<file path="config.mk">
export PLATFORM = sky130hd
export DESIGN_NAME = i2s_rx_slave_flat
export DESIGN_NICKNAME = d
export VERILOG_FILES = /design/src/rtl/i2s_pkg.sv /design/src/rtl/i2s_rx_slave_if.sv /design/src/rtl/i2s_sync_edge.sv /design/src/rtl/i2s_rx_slave.sv /design/src/flat_wrapper.sv
export SDC_FILE = /design/constraint.sdc
export NUM_CORES = 1
export LEC_CHECK = 0
export ABC_AREA = 1
export ABC_CLOCK_PERIOD_IN_PS = 5130
export BUFFER_PORTS_ARGS = -buffer_cell sky130_fd_sc_hd__buf_2
export CORE_MARGIN = 1
export CORE_UTILIZATION = 63
export CTS_CLUSTER_SIZE = 10
export DETAILED_ROUTE_END_ITERATION = 6
export PLACE_DENSITY = 0.84
export SYNTH_ARGS = -nofsm -noshare
export SYNTH_HDL_FRONTEND = slang
export SYNTH_SLANG_ARGS = --single-unit
</file>
<file path="constraint.sdc">
create_clock -name clk_i -period 5.13 [get_ports clk_i]
set_input_delay 1.539 -clock clk_i [delete_from_list [all_inputs] [get_ports clk_i]]
set_output_delay 1.539 -clock clk_i [all_outputs]
set_load 0.1 [all_outputs]
</file>
<file path="src/rtl/i2s_pkg.sv">
// Shared I2S definitions: receiver FSM states, default slot length and the
// word-select channel encoding used by the receiver, clock generator and TX.
package i2s_pkg;

    localparam int I2S_SLOT_WIDTH = 32;

    typedef enum logic [1:0] {
        RESYNC = 2'd0,
        LEFT   = 2'd1,
        RIGHT  = 2'd2
    } i2s_rx_state_e;

    // Level of the word-select line for each channel.
    typedef enum logic {
        I2S_LEFT  = 1'b0,
        I2S_RIGHT = 1'b1
    } i2s_chan_e;

endpackage

</file>
<file path="src/rtl/i2s_rx_slave_if.sv">
// Sample-pair stream from the I2S receiver to downstream DSP/FIFO logic.
//   left_o / right_o : held stereo pair
//   valid_o          : pair available
//   ready_i          : consumer takes the pair when valid_o && ready_i
// master = producer (receiver), slave = consumer.
interface i2s_rx_slave_if #(
    parameter int SAMPLE_WIDTH = 24
);
    logic [SAMPLE_WIDTH-1:0] left_o;
    logic [SAMPLE_WIDTH-1:0] right_o;
    logic                    valid_o;
    logic                    ready_i;

    modport master (output left_o, output right_o, output valid_o, input ready_i);
    modport slave  (input left_o, input right_o, input valid_o, output ready_i);
endinterface

</file>
<file path="src/rtl/i2s_sync_edge.sv">
// Multi-bit input synchroniser with a rising-edge detector on bit 0.
//   clk  : sampling clock
//   rst  : synchronous reset, active-high
//   d    : asynchronous inputs (bit 0 is the clock to edge-detect)
//   sync : synchronised levels, STAGES cycles behind d
//   rise : one-cycle pulse when sync[0] goes 0 -> 1
module i2s_sync_edge #(
    parameter int STAGES = 2,
    parameter int WIDTH  = 3
) (
    input  logic             clk,
    input  logic             rst,
    input  logic [WIDTH-1:0] d,
    output logic [WIDTH-1:0] sync,
    output logic             rise
);

    logic [WIDTH-1:0] chain [STAGES];
    logic             dly;

    always_ff @(posedge clk) begin
        if (rst) begin
            for (int i = 0; i < STAGES; i++) chain[i] <= '0;
            dly <= 1'b0;
        end else begin
            chain[0] <= d;
            for (int i = 1; i < STAGES; i++) chain[i] <= chain[i-1];
            dly <= chain[STAGES-1][0];
        end
    end

    assign sync = chain[STAGES-1];
    assign rise = sync[0] & ~dly;

endmodule

</file>
<file path="src/rtl/i2s_rx_slave.sv">
// I2S (Philips format) slave receiver. Synchronises external BCLK/LRCLK/SD
// into clk_i, deserialises stereo frames and hands L/R pairs downstream.
// clk_i must run at least 4x BCLK.
//   clk_i, rst_i      : system clock, synchronous active-high reset
//   enable_i          : low = flush to resync, clear valid/overrun
//   bclk_i, lrclk_i, sd_i : asynchronous I2S inputs (lrclk 0 = left)
//   pair              : left/right/valid/ready sample-pair stream
//   overrun_o         : sticky, a completed pair was dropped
//   frame_err_o       : one-cycle pulse on a short or long slot
module i2s_rx_slave
    import i2s_pkg::*;
#(
    parameter int SAMPLE_WIDTH = 24,
    parameter int SLOT_WIDTH   = I2S_SLOT_WIDTH,
    parameter int SYNC_STAGES  = 2
) (
    input  logic           clk_i,
    input  logic           rst_i,
    input  logic           enable_i,
    input  logic           bclk_i,
    input  logic           lrclk_i,
    input  logic           sd_i,
    i2s_rx_slave_if.master pair,
    output logic           overrun_o,
    output logic           frame_err_o
);

    localparam int IDX_W = $clog2(SLOT_WIDTH + 1);
    localparam logic [IDX_W-1:0] IDX_SLOT = IDX_W'(SLOT_WIDTH);
    localparam logic [IDX_W-1:0] IDX_LSB  = IDX_W'(SAMPLE_WIDTH);

    logic [2:0] in_sync;
    logic       bclk_rise;
    logic       unused_bclk_level;

    i2s_sync_edge #(.STAGES(SYNC_STAGES), .WIDTH(3)) u_sync (
        .clk  (clk_i),
        .rst  (rst_i),
        .d    ({sd_i, lrclk_i, bclk_i}),
        .sync (in_sync),
        .rise (bclk_rise)
    );
    assign unused_bclk_level = in_sync[0];

    // Edge and the lrclk/sd levels seen at that edge, registered together.
    logic edge_q, lr_q, sd_q, lr_prev;
    logic [IDX_W-1:0] idx, idx_nxt;
    logic [SAMPLE_WIDTH-1:0] shift, shift_nxt, left_hold, pair_left, pair_right;
    logic [SAMPLE_WIDTH-1:0] out_left, out_right;
    logic out_valid, pair_done;
    i2s_rx_state_e state, state_nxt;
    logic lr_chg, sample_bit, frame_err, left_latch, pair_complete;

    assign lr_chg     = edge_q && (lr_q != lr_prev);
    assign idx_nxt    = lr_chg ? '0 : ((idx == IDX_SLOT) ? idx : idx + 1'b1);
    // idx 0 carries the previous word's LSB (one-bit I2S delay).
    assign sample_bit = (idx_nxt != '0) && (idx_nxt <= IDX_LSB);
    assign shift_nxt  = {shift[SAMPLE_WIDTH-2:0], sd_q};

    always_comb begin
        state_nxt     = state;
        frame_err     = 1'b0;
        left_latch    = 1'b0;
        pair_complete = 1'b0;
        if (edge_q && enable_i) begin
            case (state)
                RESYNC: begin
                    if (lr_chg && lr_q == I2S_LEFT) state_nxt = LEFT;
                end
                LEFT, RIGHT: begin
                    if (lr_chg) begin
                        if (idx < IDX_LSB) begin
                            frame_err = 1'b1;
                            // A 1->0 change also re-arms on the same edge.
                            state_nxt = (lr_q == I2S_LEFT) ? LEFT : RESYNC;
                        end else begin
                            state_nxt = (state == LEFT) ? RIGHT : LEFT;
                        end
                    end else if (idx_nxt == IDX_SLOT) begin
                        frame_err = 1'b1;
                        state_nxt = RESYNC;
                    end else if (idx_nxt == IDX_LSB) begin
                        if (state == LEFT) left_latch    = 1'b1;
                        else               pair_complete = 1'b1;
                    end
                end
                default: state_nxt = RESYNC;
            endcase
        end
        if (!enable_i) state_nxt = RESYNC;
    end

    always_ff @(posedge clk_i) begin
        if (rst_i) begin
            edge_q      <= 1'b0;
            lr_q        <= 1'b0;
            sd_q        <= 1'b0;
            lr_prev     <= 1'b0;
            idx         <= '0;
            state       <= RESYNC;
            shift       <= '0;
            left_hold   <= '0;
            pair_left   <= '0;
            pair_right  <= '0;
            pair_done   <= 1'b0;
            out_left    <= '0;
            out_right   <= '0;
            out_valid   <= 1'b0;
            overrun_o   <= 1'b0;
            frame_err_o <= 1'b0;
        end else begin
            edge_q      <= bclk_rise;
            lr_q        <= in_sync[1];
            sd_q        <= in_sync[2];
            state       <= state_nxt;
            frame_err_o <= frame_err;
            pair_done   <= pair_complete;
            // Track lrclk even while disabled so re-enable sees no stale change.
            if (edge_q) lr_prev <= lr_q;
            if (!enable_i)   idx <= '0;
            else if (edge_q) idx <= idx_nxt;
            if (edge_q && enable_i && sample_bit) shift <= shift_nxt;
            if (left_latch) left_hold <= shift_nxt;
            if (pair_complete) begin
                pair_left  <= left_hold;
                pair_right <= shift_nxt;
            end

            if (!enable_i) begin
                out_valid <= 1'b0;
                overrun_o <= 1'b0;
            end else if (pair_done) begin
                if (!out_valid || pair.ready_i) begin
                    out_left  <= pair_left;
                    out_right <= pair_right;
                    out_valid <= 1'b1;
                end else begin
                    overrun_o <= 1'b1;
                end
            end else if (out_valid && pair.ready_i) begin
                out_valid <= 1'b0;
            end
        end
    end

    assign pair.left_o  = out_left;
    assign pair.right_o = out_right;
    assign pair.valid_o = out_valid;

endmodule

</file>
<file path="src/flat_wrapper.sv">
// flat-port wrapper written by rule: the top's interface ports become plain ports
module i2s_rx_slave_flat import i2s_pkg::*;
#(
    parameter int SAMPLE_WIDTH = 24,
    parameter int SLOT_WIDTH   = I2S_SLOT_WIDTH,
    parameter int SYNC_STAGES  = 2
)
  (clk_i, rst_i, enable_i, bclk_i, lrclk_i, sd_i, overrun_o, frame_err_o, pair_left_o, pair_right_o, pair_valid_o, pair_ready_i);
  i2s_rx_slave_if #(.SAMPLE_WIDTH(SAMPLE_WIDTH)) pair_i ();
  input  logic clk_i;
  input  logic rst_i;
  input  logic enable_i;
  input  logic bclk_i;
  input  logic lrclk_i;
  input  logic sd_i;
  output logic overrun_o;
  output logic frame_err_o;
  output wire logic [$bits(pair_i.left_o)-1:0] pair_left_o;
  output wire logic [$bits(pair_i.right_o)-1:0] pair_right_o;
  output wire logic [$bits(pair_i.valid_o)-1:0] pair_valid_o;
  input wire logic [$bits(pair_i.ready_i)-1:0] pair_ready_i;
  assign pair_left_o = pair_i.left_o;
  assign pair_right_o = pair_i.right_o;
  assign pair_valid_o = pair_i.valid_o;
  assign pair_i.ready_i = pair_ready_i;
  i2s_rx_slave #(.SAMPLE_WIDTH(SAMPLE_WIDTH), .SLOT_WIDTH(SLOT_WIDTH), .SYNC_STAGES(SYNC_STAGES)) u_core (.clk_i(clk_i), .rst_i(rst_i), .enable_i(enable_i), .bclk_i(bclk_i), .lrclk_i(lrclk_i), .sd_i(sd_i), .pair(pair_i), .overrun_o(overrun_o), .frame_err_o(frame_err_o));
endmodule
</file>
Yosys cells after proc, flatten, opt, wreduce, memory -nomap -nowiden
Memory sizes are Yosys's and may differ from the RTL's.
Cells that the tools add are included.
{"block": "classes", "n_eq_ne": 9, "reduce_logical": 18, "order_cmp": 2, "add_sub_neg": 1, "bitwise_logic": 9, "n_mux": 32}
{"operator": "$mux 1", "n": 22}
{"operator": "$eq 6x6->1 const B", "n": 2}
{"operator": "$mux 6", "n": 2}
{"operator": "$mux 2", "n": 5}
{"operator": "$add 6x1->6 const B", "n": 1}
{"operator": "$eq 6x5->1 const B", "n": 1}
{"operator": "$le 6x5->1 const B", "n": 1}
{"operator": "$logic_and 1x1->1", "n": 6}
{"operator": "$lt 6x5->1 const B", "n": 1}
{"operator": "$mux 3", "n": 2}
{"operator": "$not 1->1", "n": 6}
{"operator": "$reduce_and 3->1", "n": 2}
{"operator": "$reduce_bool 6->1", "n": 1}
{"operator": "$pmux 2 s2", "n": 1}
{"operator": "$reduce_and 2->1", "n": 2}
{"operator": "$reduce_or 2->1", "n": 2}
{"operator": "$ne 3x1->1 const B", "n": 1}
{"operator": "$reduce_or 3->1", "n": 1}
{"operator": "$eq 2x1->1 const B", "n": 1}
{"operator": "$eq 2x2->1 const B", "n": 1}
{"operator": "$logic_not 2->1", "n": 1}
{"operator": "$ne 2x1->1 const B", "n": 1}
{"operator": "$ne 2x2->1 const B", "n": 1}
{"operator": "$or 1x1->1", "n": 2}
{"operator": "5 further kinds", "n": 5}
{"block": "word_totals", "output_inout_bits": 51, "memories": 1, "ff_bits": 160, "in_bits": 7, "ramBits": 6}
{"memory": "u_core.u_sync.chain", "depth": 2, "width": 3, "read_ports": 2, "rd_clocked_by_memory_dff": 0, "wr": 2, "line_no": "i2s_sync_edge.sv:18", "text": "logic [WIDTH-1:0] chain [STAGES];"}

Longest topological paths before layout
{"block": "depth", "ltp_word": 9, "mapped_depth": 14}

Modules after synthesis
From an unflattened synthesis, not the netlist that was laid out.
{"block": "hier_totals", "cells_unflattened": 800, "hier_area_um2": 6323.6}
{"mod": "i2s_rx_slave", "cells_per_inst": 775, "n_inst": 1, "seq_area_each_um2": 3183.1, "area_each_um2": 6104.6}
{"mod": "i2s_sync_edge", "cells_per_inst": 25, "n_inst": 1, "seq_area_each_um2": 140.1, "area_each_um2": 219.0}

Least setup slack after synthesis
No wires, ideal clock.
{"block": "synth_path", "path_kind": "in2reg", "from": "input port rst_i", "to": "register u_core.out_right[22], in the netlist u_core.pair.right_o[22]", "path_stages": 6, "arrival_ns": 2.599, "n_path_buf": 3, "setup_time_ns": 0.071, "path_slack_ns": 2.460, "cell_sequence": "clkbuf_1 > inv_1 > clkbuf_1 > clkbuf_1 > o21ai_0 > a21oi_1"}
{"item": "start: declaration", "line_no": "flat_wrapper.sv:11", "text": "input logic rst_i;"}
{"item": "end signal: assignment", "line_no": "i2s_rx_slave.sv:135", "text": "out_right <= pair_right;"}
{"item": "end: declaration", "line_no": "i2s_rx_slave.sv:49", "text": "logic [SAMPLE_WIDTH-1:0] out_left, out_right;"}

Final worst setup path
{"block": "layout_path", "from": "register u_core.edge_q", "to": "register u_core.shift[20]"}
{"block": "layout_via", "elab_chain_cells": 5, "elab_cells_between_ends": 7, "classes_between": "order compare (1); mux (1); reduce/logical (5)"}
{"item": "start: declaration", "line_no": "i2s_rx_slave.sv:46", "text": "logic edge_q, lr_q, sd_q, lr_prev;"}
{"item": "start signal: assignment", "line_no": "i2s_rx_slave.sv:112", "text": "edge_q <= bclk_rise;"}
{"item": "$logic_and 1x1->1", "line_no": "i2s_rx_slave.sv:54", "text": "assign lr_chg = edge_q && (lr_q != lr_prev);"}
{"item": "$mux 6", "line_no": "i2s_rx_slave.sv:55", "text": "assign idx_nxt = lr_chg ? '0 : ((idx == IDX_SLOT) ? idx : idx + 1'b1);"}
{"item": "$le 6x5->1 / $reduce_bool 6->1 (equally long branches)", "line_no": "i2s_rx_slave.sv:57", "text": "assign sample_bit = (idx_nxt != '0) && (idx_nxt <= IDX_LSB);"}
{"item": "$logic_and 1x1->1", "line_no": "i2s_rx_slave.sv:57"}
{"item": "$logic_and 1x1->1 *", "line_no": "i2s_rx_slave.sv:122", "text": "if (edge_q && enable_i && sample_bit) shift <= shift_nxt;"}
{"item": "end signal: assignment", "line_no": "i2s_rx_slave.sv:122"}
{"item": "end: declaration", "line_no": "i2s_rx_slave.sv:48", "text": "logic [SAMPLE_WIDTH-1:0] shift, shift_nxt, left_hold, pair_left, pair_right;"}
Mark *: on every way between the ends. The rest lies on a longest branch, timed or not.
A chain may end at the register's enable or synchronous reset.

==> impl_summary.md <==
Status
The flow ran to the end, and the final reports show no timing, DRC or antenna violations.

Setup path
The cell that appears most often on the critical path is sky130_fd_sc_hd__nand3_2. The critical path start-end classification is register to register. The longest individual stage delay on the worst path is 850 ps. The signal on the critical path passes through nand3_2, nand3_1, nand4_1, nand3_2, nand2_1, a21oi_1. For the worst setup path, the data required time is 5580 ps. The cell at the slowest stage of the critical path is sky130_fd_sc_hd__nand4_1.

For the worst setup path, the data arrival time is 3690 ps. The biggest fanout along the worst timing path is 24. The worst setup path is launched from a register. The critical path endpoint category is a register.

GRT
The number of antenna violations at the first check in global routing came to 0. The first global-routing pass estimated 21900 µm of wire. Entering global routing, the biggest net connects 71 pins. The total congestion overflow after global routing is 0. The global-route usage over all layers is 27.0%.

The number of global-route vias before repair is 4922.

Detailed routing
The post-detailed-route wirelength per cell is 13.1 µm. For this block, the initial DRC count from the detailed router was 360. The post-detailed-route via-to-cell ratio is 5.37. The DRC violations left is 0. The post-detailed-route count of antenna-violating nets is 0.

The number of search-and-repair iterations in the first detailed-routing pass is 7. After detailed routing, the total wire length is 13300 µm. Across all layers, the routed design uses 5446 vias.

Floorplan
The standard cell core area is 0.00973 mm². The floorplan row count is 36. In this run the count of I/O pins placed on the die edge is 58. The starting density of the core is 65.0%. Measured along the y axis, the die boundary spans 102 µm. The floorplan step defined a die boundary enclosing 0.0104 mm². The die boundary width is 102 µm.

Layout
The layout net count is 881. The filler cell count is 767. The library cells used most frequently in the layout, excluding fill and tap cells, are sky130_fd_sc_hd__dfxtp_1 (166), sky130_fd_sc_hd__nand2_1 (145), sky130_fd_sc_hd__nor2_1 (123). The area growth from synthesis to layout is 12.8%. The most common cell after layout, fill and taps aside is sky130_fd_sc_hd__dfxtp_1.

Once layout is done, the placed cells without fillers occupy 0.00713 mm². Of the cells placed in the final design, the portion with a size suffix greater than 1 is 11.7%. The number of antenna diodes in the final layout is 0. Once layout is complete, the cells apart from fillers number 1014.

Clock tree
Clock tree synthesis inserted a total of 17 buffers. TritonCTS built the clock tree. The clock latency at the later pin of the worst-skew pair is 530 ps. The number of hold buffers added after cts is 0.

CTS placed an instance of sky130_fd_sc_hd__clkbuf_8 at the clock tree root. In this run the number of H-tree levels came out at 4. The quantity of gates resized following cts is 0. Clock-pin slew was measured on the worst setup and hold paths at 60 ps.

The CTS sink count is 166. The number of buffers inserted by post-CTS setup repair is 0. Counting along the longest clock path gives a buffer depth of 2.

Place
The HPWL after detailed placement is 8450 µm. The worst setup slack after placement is 1530 ps. The number of placed cells counting well taps is 983. The count of port buffers added during placement is 57. The placer's final routability congestion estimate is 0.948. The placed standard-cell area is 0.00657 mm².

Timing
The worst-case setup margin in the final layout is 1900 ps. The post-layout minimum cycle time is 3230 ps. Setup repair after global routing left no endpoint under its margin. The maximum clock rate is 309 MHz. The worst path uses 63.0% of the clock period. The slew at the pin with the worst max-slew slack is 1080 ps. In this run the tightest slew margin relative to its limit is 28.1%. In the final timing run, aggregate negative setup slack is 0 ps. The number of endpoints failing setup at the final stage is 0.

The final-report max-slew violation count is 0. The worst clock skew is 7.04 ps. The number of endpoints with negative hold slack in the final report is 0.

Logic synthesis
The mapped netlist covers 0.00632 mm². The number of warnings printed during yosys synthesis is 0. The number of nets in the synthesized netlist is 853. In the synthesized netlist, the number of instances is 841.

The sequential fraction of the synthesis area is 52.5%. The synthesized netlist contains 23 unique library cells. The synthesized area per cell is 7.52 µm². The post-synthesis sequential element count is 166.

Flow run
The count of max-cap constraint violations is 0.

Power and ir drop
Across the VDD grid, the largest voltage drop is 0.000273 V. The areal power density over the cells is 355 mW/mm². The static leakage is 3.33 nW.

Min path
In this run the worst hold path is classified as register to register.
[flip-flops by register name (all words and copies together) (netlist names), 2 cells and up]
name                 cells
u_core.pair.right_o     24
u_core.u_sync.chain      6
u_core.state             2
u_core.pair.left_o      24
u_core.pair_right       24
u_core.idx               6
u_core.left_hold        24
u_core.shift            23
u_core.pair_left        24
[cells by family (layout without fill, tap and decap cells)]
kind of cell,count (synthesis),after routing,synth area share (%)
flip-flops,166,166,52.5
AND/OR/NAND/NOR,320,320,21.0
buffers and inverters,159,199,10.1
XOR/XNOR,1,1,0.139
AO/OA/AOI/OAI,190,190,15.2
adder cells (fa/ha/maj),5,5,0.989
[critical path: cells and delay by family (launching register included)]
family / cells / cell delay, ps
AO/OA/AOI/OAI: 1 / 170
flip-flops: 1 / 660
AND/OR/NAND/NOR: 5 / 2310
[power breakdown]
group          internal [mW]  switching, mW  leakage [nW]  total, mW
Sequential              1.29        0.00314          1.34       1.30
Clock                  0.675          0.524         0.272       1.20
Combinational        0.00902         0.0307          1.72     0.0397
[stage by stage]
step	hold slack [ps]	total power [mW]	utilization [%]
after floorplan	373	1.36	-
after global placement	378	1.36	67.5
after detailed placement	395	1.36	67.5
after CTS	405	2.55	73.3
after global routing	416	2.60	73.3
final	405	2.53	73.3
[cell usage after synthesis]
cell | n | area [µm²]
sky130_fd_sc_hd__buf_4 | 1 | 7.51
sky130_fd_sc_hd__nand2_2 | 1 | 6.26
sky130_fd_sc_hd__a211oi_1 | 1 | 7.51
sky130_fd_sc_hd__buf_6 | 3 | 33.8
sky130_fd_sc_hd__dfxtp_1 | 166 | 3320
sky130_fd_sc_hd__a21oi_1 | 106 | 531
sky130_fd_sc_hd__nor3_1 | 3 | 15.0
sky130_fd_sc_hd__nand4_1 | 28 | 175
sky130_fd_sc_hd__inv_1 | 106 | 398
sky130_fd_sc_hd__nor3_2 | 1 | 10.0
sky130_fd_sc_hd__o21a_1 | 1 | 7.51
sky130_fd_sc_hd__o21ai_2 | 1 | 8.76
sky130_fd_sc_hd__o21ai_1 | 1 | 5.00
sky130_fd_sc_hd__clkbuf_1 | 34 | 128
sky130_fd_sc_hd__nor2_1 | 123 | 462
sky130_fd_sc_hd__buf_2 | 15 | 75.1
sky130_fd_sc_hd__nand2_1 | 145 | 544
sky130_fd_sc_hd__nor2_2 | 1 | 6.26
sky130_fd_sc_hd__nand3_1 | 14 | 70.1
sky130_fd_sc_hd__xor2_1 | 1 | 8.76
sky130_fd_sc_hd__ha_1 | 5 | 62.6
sky130_fd_sc_hd__nand3_2 | 4 | 40.0
sky130_fd_sc_hd__o21ai_0 | 80 | 400
[final cells by class]
class	count	area, µm²	share of cell area, %
sequential	166	3320	46.6
multi-input combinational	516	2360	33.1
clock buffer	19	442	6.19
inverter	106	398	5.58
timing repair buffer	62	323	4.53
tap	133	166	2.33
clock inverter	12	120	1.68
[path summary, 6_finish.rpt]
path	start	endpoint	slack, ps	cells after the start
worst max-delay path	u_core.edge_q	u_core.shift[20]	1900	6
worst min register to register	u_core.u_sync.chain[0][4]	u_core.lr_q	400	2
worst max register to register	u_core.edge_q	u_core.shift[20]	1900	6
worst min-delay path	u_core.u_sync.chain[0][4]	u_core.lr_q	400	2
[per-layer routing]
metal | share of wire, % | routed length (µm) | GRT usage, % | vias up
li1 | - | - | - | 2734
met1 | 43 | 5680 | 33.3 | 2484
met2 | 49 | 6560 | 44.8 | 189
met3 | 5.0 | 659 | 5.27 | 39
met4 | 2.9 | 390 | 14.4 | 0
met5 | 0 | 0 | 0 | -
(Power assumes the default switching activity.)
